$ cat config.mk
export PLATFORM = sky130hd
export DESIGN_NAME = ahb_lite_manager_flat
export DESIGN_NICKNAME = d
export VERILOG_FILES = /design/src/rtl/ahb_lite_manager_if.sv /design/src/rtl/ahb_lite_manager.sv /design/src/flat_wrapper.sv
export SDC_FILE = /design/constraint.sdc
export NUM_CORES = 1
export LEC_CHECK = 0
export CAP_MARGIN = 20
export CELL_PAD_IN_SITES_DETAIL_PLACEMENT = 0
export CELL_PAD_IN_SITES_GLOBAL_PLACEMENT = 1
export CORE_UTILIZATION = 30
export DETAILED_ROUTE_END_ITERATION = 6
export GPL_ROUTABILITY_DRIVEN = 0
export PLACE_DENSITY = 0.76
export SETUP_SLACK_MARGIN = 0.02
export SLEW_MARGIN = 20
export SYNTH_ARGS = -nofsm -noshare
export SYNTH_HDL_FRONTEND = slang
export SYNTH_SLANG_ARGS = --single-unit
$ cat constraint.sdc
create_clock -name clk -period 1.7 [get_ports clk]
set_clock_uncertainty 0.2 [all_clocks]
set_input_delay 0.34 -clock clk [delete_from_list [all_inputs] [get_ports clk]]
set_output_delay 0.34 -clock clk [all_outputs]
set_load 0.02 [all_outputs]
$ cat src/rtl/ahb_lite_manager_if.sv
// Command/response handshake plus AHB-Lite manager signals for ahb_lite_manager.
// master is the manager's view; slave is the view of whoever drives commands and the bus responses.
interface ahb_lite_manager_if #(
    parameter int unsigned AddrWidth = 32,
    parameter int unsigned DataWidth = 32
);
    logic                 cmd_valid;
    logic                 cmd_ready;
    logic                 cmd_write;
    logic [AddrWidth-1:0] cmd_addr;
    logic [2:0]           cmd_size;
    logic [DataWidth-1:0] cmd_wdata;

    logic                 rsp_valid;
    logic [DataWidth-1:0] rsp_rdata;
    logic                 rsp_error;

    logic [AddrWidth-1:0] HADDR;
    logic [1:0]           HTRANS;
    logic                 HWRITE;
    logic [2:0]           HSIZE;
    logic [DataWidth-1:0] HWDATA;
    logic [DataWidth-1:0] HRDATA;
    logic                 HREADY;
    logic                 HRESP;

    modport master (
        input  cmd_valid, cmd_write, cmd_addr, cmd_size, cmd_wdata,
        input  HRDATA, HREADY, HRESP,
        output cmd_ready, rsp_valid, rsp_rdata, rsp_error,
        output HADDR, HTRANS, HWRITE, HSIZE, HWDATA
    );

    modport slave (
        output cmd_valid, cmd_write, cmd_addr, cmd_size, cmd_wdata,
        output HRDATA, HREADY, HRESP,
        input  cmd_ready, rsp_valid, rsp_rdata, rsp_error,
        input  HADDR, HTRANS, HWRITE, HSIZE, HWDATA
    );
endinterface

$ cat src/rtl/ahb_lite_manager.sv
// Single-outstanding AHB-Lite manager: turns valid/ready commands into NONSEQ single transfers
// and returns read data / error status on a one-cycle response strobe.
module ahb_lite_manager #(
    parameter int unsigned AddrWidth = 32,
    parameter int unsigned DataWidth = 32
) (
    input logic                clk,
    input logic                reset,
    ahb_lite_manager_if.master bus
);
    localparam logic [2:0] MaxSize     = 3'($clog2(DataWidth / 8));
    localparam logic [1:0] TransIdle   = 2'b00;
    localparam logic [1:0] TransNonseq = 2'b10;

    typedef enum logic [1:0] {StIdle, StAddr, StData} state_e;

    state_e               state_q, state_d;
    logic [AddrWidth-1:0] haddr_q, haddr_d;
    logic [1:0]           htrans_q, htrans_d;
    logic                 hwrite_q, hwrite_d;
    logic [2:0]           hsize_q, hsize_d;
    logic [DataWidth-1:0] hwdata_q, hwdata_d;
    logic [DataWidth-1:0] wdata_q, wdata_d;
    logic                 rsp_valid_q, rsp_valid_d;
    logic [DataWidth-1:0] rsp_rdata_q, rsp_rdata_d;
    logic                 rsp_error_q, rsp_error_d;

    always_comb begin
        state_d     = state_q;
        haddr_d     = haddr_q;
        htrans_d    = htrans_q;
        hwrite_d    = hwrite_q;
        hsize_d     = hsize_q;
        hwdata_d    = hwdata_q;
        wdata_d     = wdata_q;
        rsp_valid_d = 1'b0;
        rsp_rdata_d = rsp_rdata_q;
        rsp_error_d = rsp_error_q;

        unique case (state_q)
            StIdle: begin
                if (bus.cmd_valid) begin
                    // Sizes wider than the data bus never reach the bus.
                    if (bus.cmd_size > MaxSize) begin
                        rsp_valid_d = 1'b1;
                        rsp_error_d = 1'b1;
                        rsp_rdata_d = '0;
                    end else begin
                        state_d  = StAddr;
                        htrans_d = TransNonseq;
                        haddr_d  = bus.cmd_addr;
                        hwrite_d = bus.cmd_write;
                        hsize_d  = bus.cmd_size;
                        wdata_d  = bus.cmd_wdata;
                    end
                end
            end
            StAddr: begin
                if (bus.HREADY) begin
                    state_d  = StData;
                    htrans_d = TransIdle;
                    hwdata_d = hwrite_q ? wdata_q : '0;
                end
            end
            StData: begin
                // A first ERROR cycle arrives with HREADY low, so it simply waits here.
                if (bus.HREADY) begin
                    state_d     = StIdle;
                    rsp_valid_d = 1'b1;
                    rsp_error_d = bus.HRESP;
                    rsp_rdata_d = (!hwrite_q && !bus.HRESP) ? bus.HRDATA : '0;
                end
            end
            default: state_d = StIdle;
        endcase
    end

    always_ff @(posedge clk) begin
        if (reset) begin
            state_q     <= StIdle;
            haddr_q     <= '0;
            htrans_q    <= TransIdle;
            hwrite_q    <= 1'b0;
            hsize_q     <= '0;
            hwdata_q    <= '0;
            wdata_q     <= '0;
            rsp_valid_q <= 1'b0;
            rsp_rdata_q <= '0;
            rsp_error_q <= 1'b0;
        end else begin
            state_q     <= state_d;
            haddr_q     <= haddr_d;
            htrans_q    <= htrans_d;
            hwrite_q    <= hwrite_d;
            hsize_q     <= hsize_d;
            hwdata_q    <= hwdata_d;
            wdata_q     <= wdata_d;
            rsp_valid_q <= rsp_valid_d;
            rsp_rdata_q <= rsp_rdata_d;
            rsp_error_q <= rsp_error_d;
        end
    end

    assign bus.cmd_ready = (state_q == StIdle) && !reset;
    assign bus.HADDR     = haddr_q;
    assign bus.HTRANS    = htrans_q;
    assign bus.HWRITE    = hwrite_q;
    assign bus.HSIZE     = hsize_q;
    assign bus.HWDATA    = hwdata_q;
    assign bus.rsp_valid = rsp_valid_q;
    assign bus.rsp_rdata = rsp_rdata_q;
    assign bus.rsp_error = rsp_error_q;
endmodule
$ cat src/flat_wrapper.sv
// flat-port wrapper written by rule: the top's interface ports become plain ports
module ahb_lite_manager_flat 
#(
    parameter int unsigned AddrWidth = 32,
    parameter int unsigned DataWidth = 32
)
  (clk, reset, bus_cmd_valid, bus_cmd_write, bus_cmd_addr, bus_cmd_size, bus_cmd_wdata, bus_HRDATA, bus_HREADY, bus_HRESP, bus_cmd_ready, bus_rsp_valid, bus_rsp_rdata, bus_rsp_error, bus_HADDR, bus_HTRANS, bus_HWRITE, bus_HSIZE, bus_HWDATA);
  ahb_lite_manager_if #(.AddrWidth(AddrWidth), .DataWidth(DataWidth)) bus_i ();
  input logic clk;
  input logic reset;
  input wire logic [$bits(bus_i.cmd_valid)-1:0] bus_cmd_valid;
  input wire logic [$bits(bus_i.cmd_write)-1:0] bus_cmd_write;
  input wire logic [$bits(bus_i.cmd_addr)-1:0] bus_cmd_addr;
  input wire logic [$bits(bus_i.cmd_size)-1:0] bus_cmd_size;
  input wire logic [$bits(bus_i.cmd_wdata)-1:0] bus_cmd_wdata;
  input wire logic [$bits(bus_i.HRDATA)-1:0] bus_HRDATA;
  input wire logic [$bits(bus_i.HREADY)-1:0] bus_HREADY;
  input wire logic [$bits(bus_i.HRESP)-1:0] bus_HRESP;
  output wire logic [$bits(bus_i.cmd_ready)-1:0] bus_cmd_ready;
  output wire logic [$bits(bus_i.rsp_valid)-1:0] bus_rsp_valid;
  output wire logic [$bits(bus_i.rsp_rdata)-1:0] bus_rsp_rdata;
  output wire logic [$bits(bus_i.rsp_error)-1:0] bus_rsp_error;
  output wire logic [$bits(bus_i.HADDR)-1:0] bus_HADDR;
  output wire logic [$bits(bus_i.HTRANS)-1:0] bus_HTRANS;
  output wire logic [$bits(bus_i.HWRITE)-1:0] bus_HWRITE;
  output wire logic [$bits(bus_i.HSIZE)-1:0] bus_HSIZE;
  output wire logic [$bits(bus_i.HWDATA)-1:0] bus_HWDATA;
  assign bus_i.cmd_valid = bus_cmd_valid;
  assign bus_i.cmd_write = bus_cmd_write;
  assign bus_i.cmd_addr = bus_cmd_addr;
  assign bus_i.cmd_size = bus_cmd_size;
  assign bus_i.cmd_wdata = bus_cmd_wdata;
  assign bus_i.HRDATA = bus_HRDATA;
  assign bus_i.HREADY = bus_HREADY;
  assign bus_i.HRESP = bus_HRESP;
  assign bus_cmd_ready = bus_i.cmd_ready;
  assign bus_rsp_valid = bus_i.rsp_valid;
  assign bus_rsp_rdata = bus_i.rsp_rdata;
  assign bus_rsp_error = bus_i.rsp_error;
  assign bus_HADDR = bus_i.HADDR;
  assign bus_HTRANS = bus_i.HTRANS;
  assign bus_HWRITE = bus_i.HWRITE;
  assign bus_HSIZE = bus_i.HSIZE;
  assign bus_HWDATA = bus_i.HWDATA;
  ahb_lite_manager #(.AddrWidth(AddrWidth), .DataWidth(DataWidth)) u_core (.clk(clk), .reset(reset), .bus(bus_i));
endmodule
==> impl_metrics.json <==
{
  "worstSetupStartpointType": "flop",
  "hp-start": "reset",
  "fin_ws_ps": -188,
  "min_period_ps": 1890,
  "io_pins": 210,
  "final-hold-violation-count": 0,
  "coreArea_mm2": 0.0173,
  "die_w_um": 135,
  "met2_usage_pct": 28.2,
  "power_density_mw_per_mm2": 948,
  "synth_top_area_cell": "dfxtp_1",
  "use_met3_pct": 4.05,
  "fin_setup_tns_ps": -8420,
  "start_util_pct": 30.7,
  "cap_violations": 0,
  "first_iter_violations": 146,
  "drc": 0,
  "synth-async-reset-ratio_pct": 0,
  "worstPathArrival_ps": 2030,
  "drive_above_1_share_pct": 13.3,
  "worstReg2RegStart": "u_core.state_q[1]",
  "crit_required_ps": 1840,
  "yosys-top-cells-count": "137 x dfxtp_1, 134 x nand2b_1, 67 x mux2i_1",
  "vdd_ir_drop_max_uv": 634,
  "grt-busiest-layer": "met2",
  "numClockSinks": 137,
  "port_buffers": 208,
  "synth-edff-count": 0,
  "drt-pass1-iter-count": 5,
  "p_total_mw": 7.97,
  "grt_pass1_vias": 4208,
  "hpwl_um": 9460,
  "ys_types": 28,
  "ys_seq_area_share_pct": 51.6,
  "die_h_um": 135,
  "nets": 807,
  "slew_viol_final": 0,
  "grt-ovfl-total": 0,
  "rsz0062_at_grt": "yes",
  "yosys-top-cells-area": "dfxtp_1 52%, nand2b_1 16%, mux2i_1 13%",
  "ant_nets": 0,
  "use_met1_pct": 19.5,
  "syn-num-nets": 580,
  "setup.worst_path.class": "reg -> reg",
  "drt-total-wl_um": 14700,
  "avgViaCountPerCell": 4.40,
  "grt_pass1_wl_um": 22500,
  "clk_pin_slew_worst_paths_ps": 60,
  "cts-root-buf": "clkbuf_16",
  "cts_max_level": 4,
  "cts_tree": "done",
  "groute.usage.overall_pct": 16.3,
  "wire_per_inst_um": 15.7,
  "worstSkewPairLatency_ps": 410,
  "avgSynthCellArea_um2": 11.2,
  "synth_flop_cell": "dfxtp_1",
  "yosys.area.top_type_share_pct": 51.6,
  "yosysMostFrequentCell": "dfxtp_1",
  "area_growth_pct": 58.3,
  "rows": 48,
  "syn-cell-area_mm2": 0.00531,
  "cts_buffers": 17,
  "num_antenna_cells": 0,
  "cts_buffer_depth": 2,
  "min_path_type": "in -> reg",
  "critPathMaxFanout": 5,
  "timing.final.crit_share_pct": 111,
  "grt_start_max_net_pins": 102,
  "cp-end-kind": "flop",
  "dieArea_mm2": 0.0182,
  "antenna_found_initial": 0,
  "critical_path.startpoint": "u_core.state_q[1]",
  "syn_inst": 475,
  "setup_viol": 71,
  "yosysWarnings": 0,
  "via_count": 4139,
  "power_leakage_nw": 3.48,
  "hold_buffers": 0,
  "max_freq_ghz": 0.530,
  "ys_ff_latch": 137,
  "violations": "setup timing",
  "status": "finished, violations left"
}
==> timing repair <==
action / in CTS / in global routing
setup buffers: 10 / 1
gates resized for setup: 139 / 56
endpoints found under the setup margin: 206 / 147
cloned: 8 / 1
pin swaps: 6 / 5
==> power breakdown <==
part / internal, mW / total (mW) / leakage (nW) / switching (mW)
sequential: 3.30 / 3.35 / 1.11 / 0.0475
combinational: 0.523 / 0.890 / 2.08 / 0.367
clock: 2.32 / 3.74 / 0.284 / 1.42
==> state kept, by name, summed over array words and instances (netlist names), 2 cells and up <==
name	cells
u_core.bus.HWDATA	32
u_core.bus.rsp_rdata	32
u_core.state_q	2
u_core.bus.HSIZE	3
u_core.bus.HADDR	32
u_core.wdata_q	32
==> through the flow <==
stage	area, µm²	util [%]	instances	hold slack [ps]	worst slack, ps
floorplan	5320	-	475	243	-92.1
global placement	7660	44.3	894	249	-612
detailed placement	7660	44.3	894	250	-661
CTS	8520	49.3	944	94.6	-222
global route	8410	48.6	940	130	-236
finish	8410	48.6	940	122	-188
==> worst max-delay path, stage by stage (launching register included) <==
cell,delay (ps)
dfxtp_2,330
or4b_4,520
a21oi_4,170
buf_6,150
buf_12,120
buf_16,130
mux2i_1,190
==> area by class of cell <==
type	instances	area, µm²
clock buffers	19	433
clock inverters	13	170
fillers	1572	8890
inverters	1	3.75
multi-input cells	298	2310
flip-flops and latches	137	2740
well taps	225	282
repair buffers	247	2460
==> cell usage in the layout (no fill, tap or decap), drive strengths merged, types with 2 or more instances in the layout <==
cell type / n
clkinv: 5
a31oi: 2
clkdlybuf4s15: 35
clkinvlp: 3
a21oi: 6
nor2: 5
inv: 3
dlygate4sd2: 58
a22o: 60
dfxtp: 137
nand2b: 134
nand3: 4
nand2: 5
nor3: 4
clkbuf: 32
clkdlybuf4s50: 101
mux2i: 67
buf: 40
bufinv: 3
nand3b: 2
==> worst paths after layout <==
path	slack, ps	endpoint	cells past startpoint
max	-190	u_core.wdata_q[10]	6
max reg2reg	-190	u_core.wdata_q[10]	6
min	120	u_core.state_q[1]	3
min reg2reg	260	u_core.bus.HWDATA[3]	2
==> metal layers <==
metal / routed length [µm] / vias up
met5: 0 / -
met4: 213 / 0
met3: 586 / 14
met2: 7500 / 104
met1: 6440 / 1932
li1: - / 2089
==> logic make-up after synthesis <==
logic type             after synthesis  synth area share, %
DFF                                137                 51.6
buffers and inverters               40                 5.70
and+or+nand+nor                    158                 18.4
AOI/OAI and AO/OA                   71                 11.4
muxes                               68                 12.8
other                                1               0.0706
(Power assumes the default switching activity.)
